$ cat src/rtl/multicycle_control.sv
// multicycle_control: multi-cycle MIPS-style control FSM. Sequences the
// fetch/decode/execute/writeback micro-steps, waits on a memory handshake, and
// parks in a fixed-length MDU state for mult/div.
module multicycle_control #(
  parameter int ALUOP_WIDTH = 4,
  parameter int MDU_CYCLES  = 8
) (
  input  logic                   clk,
  input  logic                   reset,
  input  logic [5:0]             op,
  input  logic [5:0]             funct,
  input  logic                   mem_ready,
  output logic                   pc_write,
  output logic                   pc_write_eq,
  output logic                   pc_write_ne,
  output logic                   iord,
  output logic                   mem_read,
  output logic                   mem_write,
  output logic                   ir_write,
  output logic                   reg_dst,
  output logic                   mem_to_reg,
  output logic                   reg_write,
  output logic                   alu_src_a,
  output logic                   jal,
  output logic [1:0]             alu_src_b,
  output logic [1:0]             pc_source,
  output logic [ALUOP_WIDTH-1:0] alu_op,
  output logic                   busy,
  output logic [3:0]             state
);
  localparam int CW = $clog2(MDU_CYCLES);
  localparam logic [CW-1:0] CNT_INIT = CW'(MDU_CYCLES - 1);

  localparam logic [5:0] OP_RTYPE = 6'h00, OP_J    = 6'h02, OP_JAL  = 6'h03,
                         OP_BEQ   = 6'h04, OP_BNE  = 6'h05, OP_ADDI = 6'h08,
                         OP_ANDI  = 6'h0C, OP_ORI  = 6'h0D, OP_LUI  = 6'h0F,
                         OP_LW    = 6'h23, OP_SW   = 6'h2B;
  localparam logic [5:0] FN_JR = 6'h08, FN_MULT = 6'h18, FN_DIV = 6'h1A;

  typedef enum logic [3:0] {
    FETCH = 4'd0, DECODE = 4'd1, MEMADR = 4'd2, MEMRD = 4'd3, MEMWB = 4'd4,
    MEMWR = 4'd5, EXEC = 4'd6, ALUWB = 4'd7, BRANCH = 4'd8, JUMP = 4'd9,
    IEXEC = 4'd10, IWB = 4'd11, JR = 4'd12, MDU = 4'd13
  } state_t;

  state_t          curState, nxtState;
  logic [5:0]      opReg;
  logic [CW-1:0]   mduCnt;
  logic [3:0]      aluCode;

  // State register; reset always lands in FETCH regardless of where we were.
  always_ff @(posedge clk) begin
    if (!reset) curState <= FETCH;
    else        curState <= nxtState;
  end

  // Opcode captured at the DECODE edge; funct only steers the DECODE dispatch,
  // so nothing downstream needs a registered copy of it.
  always_ff @(posedge clk) begin
    if (!reset)                  opReg <= '0;
    else if (curState == DECODE) opReg <= op;
  end

  // MDU down-counter: loaded on entry, stay lasts exactly MDU_CYCLES cycles.
  always_ff @(posedge clk) begin
    if (!reset)                                   mduCnt <= '0;
    else if (curState == DECODE && nxtState == MDU) mduCnt <= CNT_INIT;
    else if (curState == MDU && mduCnt != '0)     mduCnt <= mduCnt - CW'(1);
  end

  // Next-state: dispatch on live op/funct in DECODE, registered op afterwards.
  always_comb begin
    nxtState = FETCH;
    case (curState)
      FETCH:  nxtState = mem_ready ? DECODE : FETCH;
      DECODE: begin
        case (op)
          OP_LW, OP_SW: nxtState = MEMADR;
          OP_RTYPE: begin
            if (funct == FN_JR)                          nxtState = JR;
            else if (funct == FN_MULT || funct == FN_DIV) nxtState = MDU;
            else                                          nxtState = EXEC;
          end
          OP_ADDI, OP_ANDI, OP_ORI, OP_LUI: nxtState = IEXEC;
          OP_BEQ, OP_BNE:                   nxtState = BRANCH;
          OP_J, OP_JAL:                     nxtState = JUMP;
          default:                          nxtState = FETCH;
        endcase
      end
      MEMADR: nxtState = (opReg == OP_LW) ? MEMRD : MEMWR;
      MEMRD:  nxtState = mem_ready ? MEMWB : MEMRD;
      MEMWR:  nxtState = mem_ready ? FETCH : MEMWR;
      EXEC:   nxtState = ALUWB;
      IEXEC:  nxtState = IWB;
      MDU:    nxtState = (mduCnt == '0) ? FETCH : MDU;
      default: nxtState = FETCH;
    endcase
  end

  // Output decode per state; everything forced low while reset is held.
  always_comb begin
    pc_write = 1'b0; pc_write_eq = 1'b0; pc_write_ne = 1'b0; iord = 1'b0;
    mem_read = 1'b0; mem_write = 1'b0; ir_write = 1'b0; reg_dst = 1'b0;
    mem_to_reg = 1'b0; reg_write = 1'b0; alu_src_a = 1'b0; jal = 1'b0;
    alu_src_b = 2'b00; pc_source = 2'b00; busy = 1'b0; aluCode = 4'd0;
    if (reset) begin
      case (curState)
        FETCH: begin
          mem_read = 1'b1; alu_src_b = 2'b01; aluCode = 4'd1;
          ir_write = mem_ready; pc_write = mem_ready;
        end
        DECODE: begin alu_src_b = 2'b11; aluCode = 4'd1; end
        MEMADR: begin
          alu_src_a = 1'b1; alu_src_b = 2'b10;
          aluCode = (opReg == OP_LW) ? 4'd6 : 4'd5;
        end
        MEMRD:  begin mem_read = 1'b1; iord = 1'b1; end
        MEMWB:  begin reg_write = 1'b1; mem_to_reg = 1'b1; end
        MEMWR:  begin mem_write = 1'b1; iord = 1'b1; end
        EXEC:   begin alu_src_a = 1'b1; aluCode = 4'hF; end
        ALUWB:  begin reg_write = 1'b1; reg_dst = 1'b1; end
        IEXEC: begin
          alu_src_a = 1'b1; alu_src_b = 2'b10;
          case (opReg)
            OP_ANDI: aluCode = 4'd3;
            OP_ORI:  aluCode = 4'd2;
            OP_LUI:  aluCode = 4'd4;
            default: aluCode = 4'd1;
          endcase
        end
        IWB:    reg_write = 1'b1;
        BRANCH: begin
          alu_src_a = 1'b1; pc_source = 2'b01;
          pc_write_eq = (opReg == OP_BEQ);
          pc_write_ne = (opReg == OP_BNE);
          aluCode = (opReg == OP_BNE) ? 4'd8 : 4'd7;
        end
        JUMP: begin
          pc_write = 1'b1; pc_source = 2'b10;
          if (opReg == OP_JAL) begin
            jal = 1'b1; reg_write = 1'b1; aluCode = 4'd10;
          end else begin
            aluCode = 4'd9;
          end
        end
        JR:     begin pc_write = 1'b1; pc_source = 2'b11; end
        MDU:    busy = 1'b1;
        default: ;
      endcase
    end
    alu_op = ALUOP_WIDTH'(aluCode);
    state  = reset ? curState : 4'd0;
  end
endmodule

$ cat config.mk
export PLATFORM = sky130hd
export DESIGN_NAME = multicycle_control
export DESIGN_NICKNAME = d
export VERILOG_FILES = /design/src/rtl/multicycle_control.sv
export SDC_FILE = /design/constraint.sdc
export NUM_CORES = 1
export LEC_CHECK = 0
export ABC_CLOCK_PERIOD_IN_PS = 1910
export CAP_MARGIN = 20
export CORE_ASPECT_RATIO = 1.2
export CORE_UTILIZATION = 47
export DETAILED_ROUTE_END_ITERATION = 8
export MAX_ROUTING_LAYER = met4
export PLACE_DENSITY = 0.87
export SYNTH_ARGS = -nofsm -noshare
export SYNTH_HDL_FRONTEND = slang
export SYNTH_SLANG_ARGS = --single-unit
$ cat constraint.sdc
create_clock -name clk -period 1.91 [get_ports clk]
set_input_delay 0.382 -clock clk [delete_from_list [all_inputs] [get_ports clk]]
set_output_delay 0.382 -clock clk [all_outputs]
set_load 0.01 [all_outputs]
* Word level (Yosys, flattened, before mapping)
Cells that the tools add are included.
** Storage, ports and cells
- Flip-flop bits (word level) :: 13
- Bits of input ports :: 15
- Output and inout bits :: 25
- Logic and storage cells :: 106
** Operators by class
- $add $sub $neg :: 1
- Equal/unequal tests :: 34
- Multiplexer cells :: 49
- Reduce and logical (&&, ||, !) cells :: 19
** Operators with widths (number)
- 6-bit by 4-bit == test with 1-bit output, second input constant :: 8
- 4-bit case mux with 8 select lines :: 1
- 4-bit == test, second input constant :: 7
- 1-bit two-way mux :: 26
- 6-bit by 3-bit == test with 1-bit output, second input constant :: 4
- 4-bit two-way mux :: 6
- 4-bit case mux with 6 select lines :: 1
- 4-bit case mux with 5 select lines :: 1
- 6-bit by 2-bit == test with 1-bit output, second input constant :: 3
- 6-bit == test, second input constant :: 3
- 4-bit by 3-bit == test with 1-bit output, second input constant :: 4
- 2-bit OR reduction :: 8
- 3-bit two-way mux :: 5
- 6-bit by 5-bit == test with 1-bit output, second input constant :: 2
- 2-bit case mux with 3 select lines :: 2
- 3-bit case mux with 3 select lines :: 1
- 4-bit by 2-bit == test with 1-bit output, second input constant :: 2
- 2-bit two-way mux :: 4
- 4-bit OR reduction :: 2
- 6-bit logical NOT :: 1
- 4-bit by 1-bit == test with 1-bit output, second input constant :: 1
- 4-bit logical NOT :: 1
- 1-bit case mux with 2 select lines :: 2
- 3-bit logical NOT :: 1
- 6 further kinds :: 7

* Longest topological paths before layout
Gate-level depths: netlist (run 1).
- Word-level depth :: 9
- Mapped depth :: 6
- Depth with buffers taken out :: 6

* Worst setup path after synthesis (run 1)
Ideal clock, no wire load.
- Path type :: reg2out
- Start :: register opReg[5]
- End :: output port alu_op[3]
- Arrival time :: 1.511 ns
- Data required time :: 1.528 ns
- Slack :: 0.017 ns
- Cell stages (with the launch flop) :: 5
- Path buffers :: 0
- Path through :: dfxtp_1 or4b_1 nor3b_1 o211ai_1 a21boi_0
** Between the ends
- Cells in the longest elaborated chain, start to end :: 4
** RTL lines
- start: declaration :: RTL line 47 : logic [5:0] opReg;
- start signal: assignment :: RTL line 61 : else if (curState == DECODE) opReg <= op;
- 6-bit by 3-bit == test with 1-bit output :: RTL line 136 : aluCode = (opReg == OP_BNE) ? 4'd8 : 4'd7;
- 4-bit two-way mux :: RTL line 136
- 4-bit case mux with 6 select lines :: RTL line 107 : case (curState)
- 4-bit two-way mux :: RTL line 106 : if (reset) begin
- end: declaration :: RTL line 27 : output logic [ALUOP_WIDTH-1:0] alu_op,
Every way passes these cells.

* Final worst setup path (run 1)
- Start :: register opReg[4]
- End :: output port alu_op[1]
** Between the ends
- Cells in the longest elaborated chain, start to end :: 4
- Elaborated cells between the ends (all ways) :: 12
- Classes of those cells :: eq/ne (6); mux (6)
** RTL lines
- 6-bit by 4-bit == test with 1-bit output, or another cell as far along :: RTL line 124 : case (opReg)
- 3-bit case mux with 3 select lines, or another cell as far along :: RTL line 124
- 4-bit case mux with 6 select lines * :: RTL line 107
- 4-bit two-way mux * :: RTL line 106
Mark *: on every way between the ends. The rest lies on a longest branch, timed or not.

==> results of run 1 <==
routing by layer:
metal / track usage (%) / part of all wire, % / vias to the layer above
li1: - / - / 852
met1: 39.1 / 36 / 908
met2: 73.1 / 50 / 157
met3: 5.60 / 7.6 / 51
met4: 30.6 / 6.7 / 0
met5: - / 0 / -
final cells by class:
cell class                      instances  area share [%]
Clock buffer                            4            1.13
Timing Repair Buffer                  104            35.9
Inverter                                8            1.30
Sequential cell                        13            12.0
Multi-Input combinational cell        146            47.9
Tap cell                               33            1.78
registers in the layout, indices dropped and copies added, names as in the netlist:
| signal | count |
|---|---|
| opReg | 6 |
| mduCnt | 3 |
| curState | 4 |
tightest hold or removal path, cell delays in order (launching register included):
cell,delay [ns]
dfxtp_4,0.37
nand2_1,0.06
a21boi_0,0.07
power by group through the flow:
stage	sequential, uW	combinational, uW	clock, uW
global placement	294	231	0
CTS	287	251	174
floorplan	293	105	0
global route	290	301	190
finish	290	287	178
detailed placement	295	243	0
what timing repair did:
item | in CTS | in global routing
hold buffers | 0 | 0
gates resized for setup | 90 | 33
setup buffers | 7 | 3
pin swaps | 9 | 6
setup endpoints to repair | 25 | 23
cells by family (layout without fill, tap and decap cells):
| kind of cell | count (synthesis) | in the layout |
|---|---|---|
| DFF | 13 | 13 |
| AOI/OAI and AO/OA | 43 | 43 |
| xor gates and xnor gates | 3 | 3 |
| buffers and inverters | 23 | 116 |
| adders and majority gates | 2 | 2 |
| muxes | 3 | 3 |
| and+or+nand+nor | 95 | 95 |
path summary, 6_finish.rpt:
| path | to | slack [ns] | cells after the start |
|---|---|---|---|
| worst max-delay path | alu_op[1] | -0.35 | 7 |
| worst min-delay path | opReg[2] | 0.54 | 2 |
| worst max register to register | curState[3] | 0.04 | 6 |
| worst min register to register | opReg[2] | 0.54 | 2 |
stage by stage:
step | power [uW] | cells
detailed placement | 538 | 295
finish | 755 | 308
global route | 781 | 308
floorplan | 397 | 182
global placement | 526 | 295
CTS | 712 | 306
layout by cell type (no fill, tap or decap), types with 5 or more instances in the layout:
| cell type | count |
|---|---|
| nand2_1 | 19 |
| clkbuf_2 | 5 |
| buf_2 | 8 |
| inv_1 | 8 |
| nor2_1 | 7 |
| nand2b_1 | 6 |
| dlygate4sd2_1 | 7 |
| dfxtp_1 | 6 |
| a21boi_0 | 7 |
| clkdlybuf4s50_1 | 13 |
| a31oi_1 | 5 |
| buf_4 | 60 |
| nor3_1 | 6 |
| buf_6 | 6 |
| a21oi_1 | 7 |
==> flow_summary.toml, run 1 <==
[sta]
max_slew_margin_pct = 57.1
fmax_mhz = 442
timing.hold.ws_ns = 0.538
period_needed_ns = 2.26
fin_ws_ns = -0.354
fin_crit_sh_pct = 119
rsz0062_at_grt = "true"
finalSetupViolCount = 9
tightest_slew_ns = 0.638
finalSetupTns_ns = -1.93
hold_viol = 0
maxSlewViolCount = 0
finClkSkew_ns = 0.00211

[power_and_ir_drop]
p_comb_share_pct = 38.0
powerDensity_nw_per_um2 = 326
switchingPower_uw = 246
pwr-share-clk_pct = 23.6
internal_power_uw = 509
switching_share_pct = 32.6
vdd_drop_max_uv = 596
p_leak_uw = 0.000991
p_seq_share_pct = 38.4

[synthesis]
yosysWarnings = 0
synth_async_sr_flop_share_pct = 0
synth_top_area_share_pct = 19.7
synth_mux_area_share_pct = 2.37
synth_area_um2 = 1320
synth.avg_cell_area_um2 = 7.25
post-synth-top-count-cell = "nand2_1"
synth_xor_area_share_pct = 1.99
synth_adder_area_share_pct = 1.90
syn_nets = 199
yosys.cell_types.count = 48
synth.ff_latch_count = 13
yosysTopAreaCell = "dfxtp_1"
synth_area_leaders = "dfxtp_1 (20%), nand2_1 (5.4%), a21boi_0 (5.1%)"
netlist_top_cells_count = "nand2_1 (19), dfxtp_1 (13), nor2_1 (10)"
yosys.area_share.simple_pct = 44.5
synth_flop_cell = "dfxtp_1"
synth_top_family_by_area = "simple AND/OR/NAND/NOR gates"
synth_compound_area_share_pct = 22.1
syn_inst = 182
yosysSeqAreaShare_pct = 19.7
synth_edf_count = 0

[clocking]
cts_sinks = 13
clock_latency_ns = 0.29
numCtsBuffers = 3
cts_tree = "yes"
cts_root_buffer = "clkbuf_4"
htree_levels = 1
path_clk_slew_ns = 0.08
cts.path.max_buffers = 2

[critical_path]
path_class = "flop to primary output"
start_kind = "flop"
cp_num_buf_inv = 3
crit_fanout = 3
r2r_start = "curState[3]"
startpoint = "opReg[4]"
cp_data_required_time_ns = 1.53
critPathArrivalTime_ns = 1.88
crit_path_end_kind = "primary output"
critPathSlowestCell = "dfxtp_2"
worstPathCellList = "buf_6, nor4b_4, buf_4, a31oi_1, o32a_1, a21oi_2, buf_2"
cpPeakStageDelay_ns = 0.34
critical-path-top-delay-family = "compound AO/OA/AOI/OAI gates"

[drt]
viasPerCell = 6.39
drtIter0Drc = 136
drt-total-wl_mm = 6.12
drc = 0
vias = 1968
firstDrtPassIters = 4
wl_per_cell_um = 19.9
drt.antenna.violating_nets = 0

[placed_design]
preCtsSetupSlack_ns = -0.521
gp_congestion = 0.912
dpl.hpwl_mm = 3.45
port_buffers = 39
postPlaceCellArea_um2 = 2100

[finish]
antenna_cells = 0
utilization_pct = 89.0
syn2layout_area_growth_pct = 75.5
seq_area_um2 = 279
fin_area_um2 = 2320
drive_gt1_share_pct = 44.4
nFillCells = 136
fin_nets = 293
multi_input_area_um2 = 1110

[outcome]
status = "complete, but fails checks"
violations = "negative setup slack"

[die]
core_area_um2 = 2600
die_area_um2 = 3030
die_w_um = 50.4
ios = 40
rows = 20
start_util_pct = 50.7
die_y_um = 60.1

[min_path]
hp-class = "flop to flop"
hold_start = "opReg[2]"

[global_routing]
grt_pass1_wl_mm = 8.69
gr-total-overflow = 0
grt_usage_pct = 40.5
grt_max_degree = 11
grt_antenna_before_repair = 0
first_global_vias = 1838

[job]
drv_cap = 0
Power figures use the tool's default switching activity.
==> run 2, diff against run 1 <==
--- a/config.mk
+++ b/config.mk
@@ -12,6 +12,7 @@
 export DETAILED_ROUTE_END_ITERATION = 8
 export MAX_ROUTING_LAYER = met4
 export PLACE_DENSITY = 0.87
+export REMOVE_ABC_BUFFERS = 1
 export SYNTH_ARGS = -nofsm -noshare
 export SYNTH_HDL_FRONTEND = slang
 export SYNTH_SLANG_ARGS = --single-unit
==> run 2 against run 1 <==
The run still ends with negative setup slack left. Critical path depth did not move. Sequential power barely moved. Power is essentially flat. Fmax down 1.6%. Sequential share of layout area grew 0.067 points. Clock-buffer cell count unchanged. Hold slack gained 0.031 ns. Core utilization shrank 0.096 points. Critical path type unchanged. Largest cell class unchanged.
==> flow_summary.toml, run 2 (synthesized netlist as in run 1, its figures left out) <==
[critical_path]
crit_fanout = 2
critical-path-top-delay-family = "compound AO/OA/AOI/OAI gates"
cpPeakStageDelay_ns = 0.33
cp_data_required_time_ns = 1.53
reg2reg_slack_ns = 0.11
path_class = "flop to primary output"
critPathArrivalTime_ns = 1.92
critPathSlowestCell = "dfxtp_2"
start_kind = "flop"
crit_path_end_kind = "primary output"
cp_num_buf_inv = 3
worstPathCellList = "buf_6, nor4b_4, buf_4, a31oi_1, o32a_1, a21oi_1, buf_2"

[drt]
wl_per_cell_um = 20.0
drc = 0
viasPerCell = 6.51
firstDrtPassIters = 5
drtIter0Drc = 130
drt-total-wl_mm = 6.09
vias = 1978
drt.antenna.violating_nets = 0

[clocking]
cts_sinks = 13
cts_tree = "yes"
htree_levels = 1
clock_latency_ns = 0.29
numCtsBuffers = 3
cts.path.max_buffers = 2
cts_root_buffer = "clkbuf_4"
path_clk_slew_ns = 0.08
hold_buffers = 0

[job]
drv_cap = 0

[global_routing]
first_global_vias = 1950
grt_antenna_before_repair = 0
grt_usage_pct = 41.2
grt_max_degree = 13
gr-total-overflow = 0
grt_pass1_wl_mm = 9.00

[power_and_ir_drop]
powerDensity_nw_per_um2 = 326
switchingPower_uw = 244
vdd_drop_max_uv = 501
internal_power_uw = 512
p_comb_share_pct = 38.2
p_seq_share_pct = 38.2
p_leak_uw = 0.000956
pwr-share-clk_pct = 23.6
switching_share_pct = 32.3

[finish]
drive_gt1_share_pct = 46.9
top_register = "opReg"
mostFrequentLayoutCells = "buf_4 (52), nand2_1 (19), clkdlybuf4s50_1 (14)"
antenna_cells = 0
instances_no_fill = 304
fin_nets = 289
top_regs = "opReg (6), curState (4), mduCnt (3)"
syn2layout_area_growth_pct = 75.4
largest_reg_flops = 6
final_common_cell = "buf_4"
utilization_pct = 88.9

[die]
die_y_um = 60.1
rows = 20
die_area_um2 = 3030
ios = 40
core_area_um2 = 2600
die_w_um = 50.4
start_util_pct = 50.7

[sta]
period_needed_ns = 2.30
finalSetupViolCount = 8
maxSlewViolCount = 0
fmax_mhz = 434
finClkSkew_ns = 0.00141
hold_viol = 0
rsz0062_at_grt = "true"
fin_crit_sh_pct = 121
tightest_slew_ns = 0.534
max_slew_margin_pct = 64.1
fin_ws_ns = -0.392

[placed_design]
gp_congestion = 0.963
dp.cells = 289
dpl.hpwl_mm = 3.35
port_buffers = 39

[outcome]
violations = "negative setup slack"
status = "complete, but fails checks"

[min_path]
hp-class = "flop to flop"
-- run 2: cell count changes in the layout (fill, tap and decap cells not counted), sizes merged --
cell / change
clkbuf: +4
clkdlybuf4s15: -2
clkdlybuf4s50: +1
bufbuf: +1
dlymetal6s2s: -2
buf: -4
dlygate4sd2: -2
-- run 2: worst reg2reg max path, stage by stage, from the launching register on --
cell and delay (ns):
dfxtp_2 0.35, buf_6 0.16, buf_4 0.16, or4b_1 0.55, nor3_4 0.21, nand3_2 0.14, a21boi_1 0.17
-- run 2: power groups by stage --
stage	Clock (uW)	Combinational [uW]	Sequential, uW
global placement	0	226	293
floorplan	0	81.3	301
CTS	178	256	288
detailed placement	0	235	294
finish	179	289	288
global route	189	299	290
-- run 2: stage by stage --
| step | total power (uW) | setup slack [ns] | setup TNS [ns] | instance area (um^2) | hold WS (ns) |
|---|---|---|---|---|---|
| after floorplan | 382 | 0.0159 | 0 | 1250 | 0.470 |
| after CTS | 722 | -0.285 | -1.23 | 2240 | 0.511 |
| after detailed placement | 530 | -0.552 | -9.32 | 2070 | 0.528 |
| final | 756 | -0.392 | -1.91 | 2310 | 0.568 |
| after global placement | 520 | -0.449 | -7.90 | 2070 | 0.507 |
| after global routing | 778 | -0.431 | -2.33 | 2310 | 0.584 |
-- run 2: path summary, 6_finish.rpt --
path	depth (start not counted)	startpoint	endpoint
worst min-delay path	2	opReg[2]	opReg[2]
worst max-delay path	7	opReg[4]	alu_op[1]
worst min register to register	2	opReg[2]	opReg[2]
worst max register to register	6	curState[3]	mduCnt[1]
-- run 2: layer usage --
| metal | vias up | GRT usage, % | wire (um) |
|---|---|---|---|
| li1 | 843 | - | - |
| met1 | 927 | 41.1 | 2260 |
| met2 | 168 | 69.9 | 3010 |
| met3 | 40 | 9.41 | 546 |
| met4 | 0 | 31.0 | 266 |
| met5 | - | - | 0 |
-- run 2: final cells by class --
| type | count | area, um^2 |
|---|---|---|
| Fill cell | 122 | 288 |
| Multi-Input combinational cell | 146 | 1130 |
| Clock buffer | 4 | 26.3 |
| Inverter | 8 | 30.0 |
| Tap cell | 33 | 41.3 |
| Timing Repair Buffer | 100 | 811 |
| Sequential cell | 13 | 280 |
-- run 2: what timing repair did --
item / in CTS / in global routing
buffers inserted: 6 / 5
pin swaps: 10 / 13
gates cloned: 1 / 0
resized for setup: 95 / 40
endpoints found under the setup margin: 25 / 18
==> run 3, diff against run 2 <==
--- a/config.mk
+++ b/config.mk
@@ -12,7 +12,6 @@
 export DETAILED_ROUTE_END_ITERATION = 8
 export MAX_ROUTING_LAYER = met4
 export PLACE_DENSITY = 0.87
-export REMOVE_ABC_BUFFERS = 1
 export SYNTH_ARGS = -nofsm -noshare
 export SYNTH_HDL_FRONTEND = slang
 export SYNTH_SLANG_ARGS = --single-unit
==> results of run 3 <==
No change in the layout: final DEF, timing and power equal those of run 1.
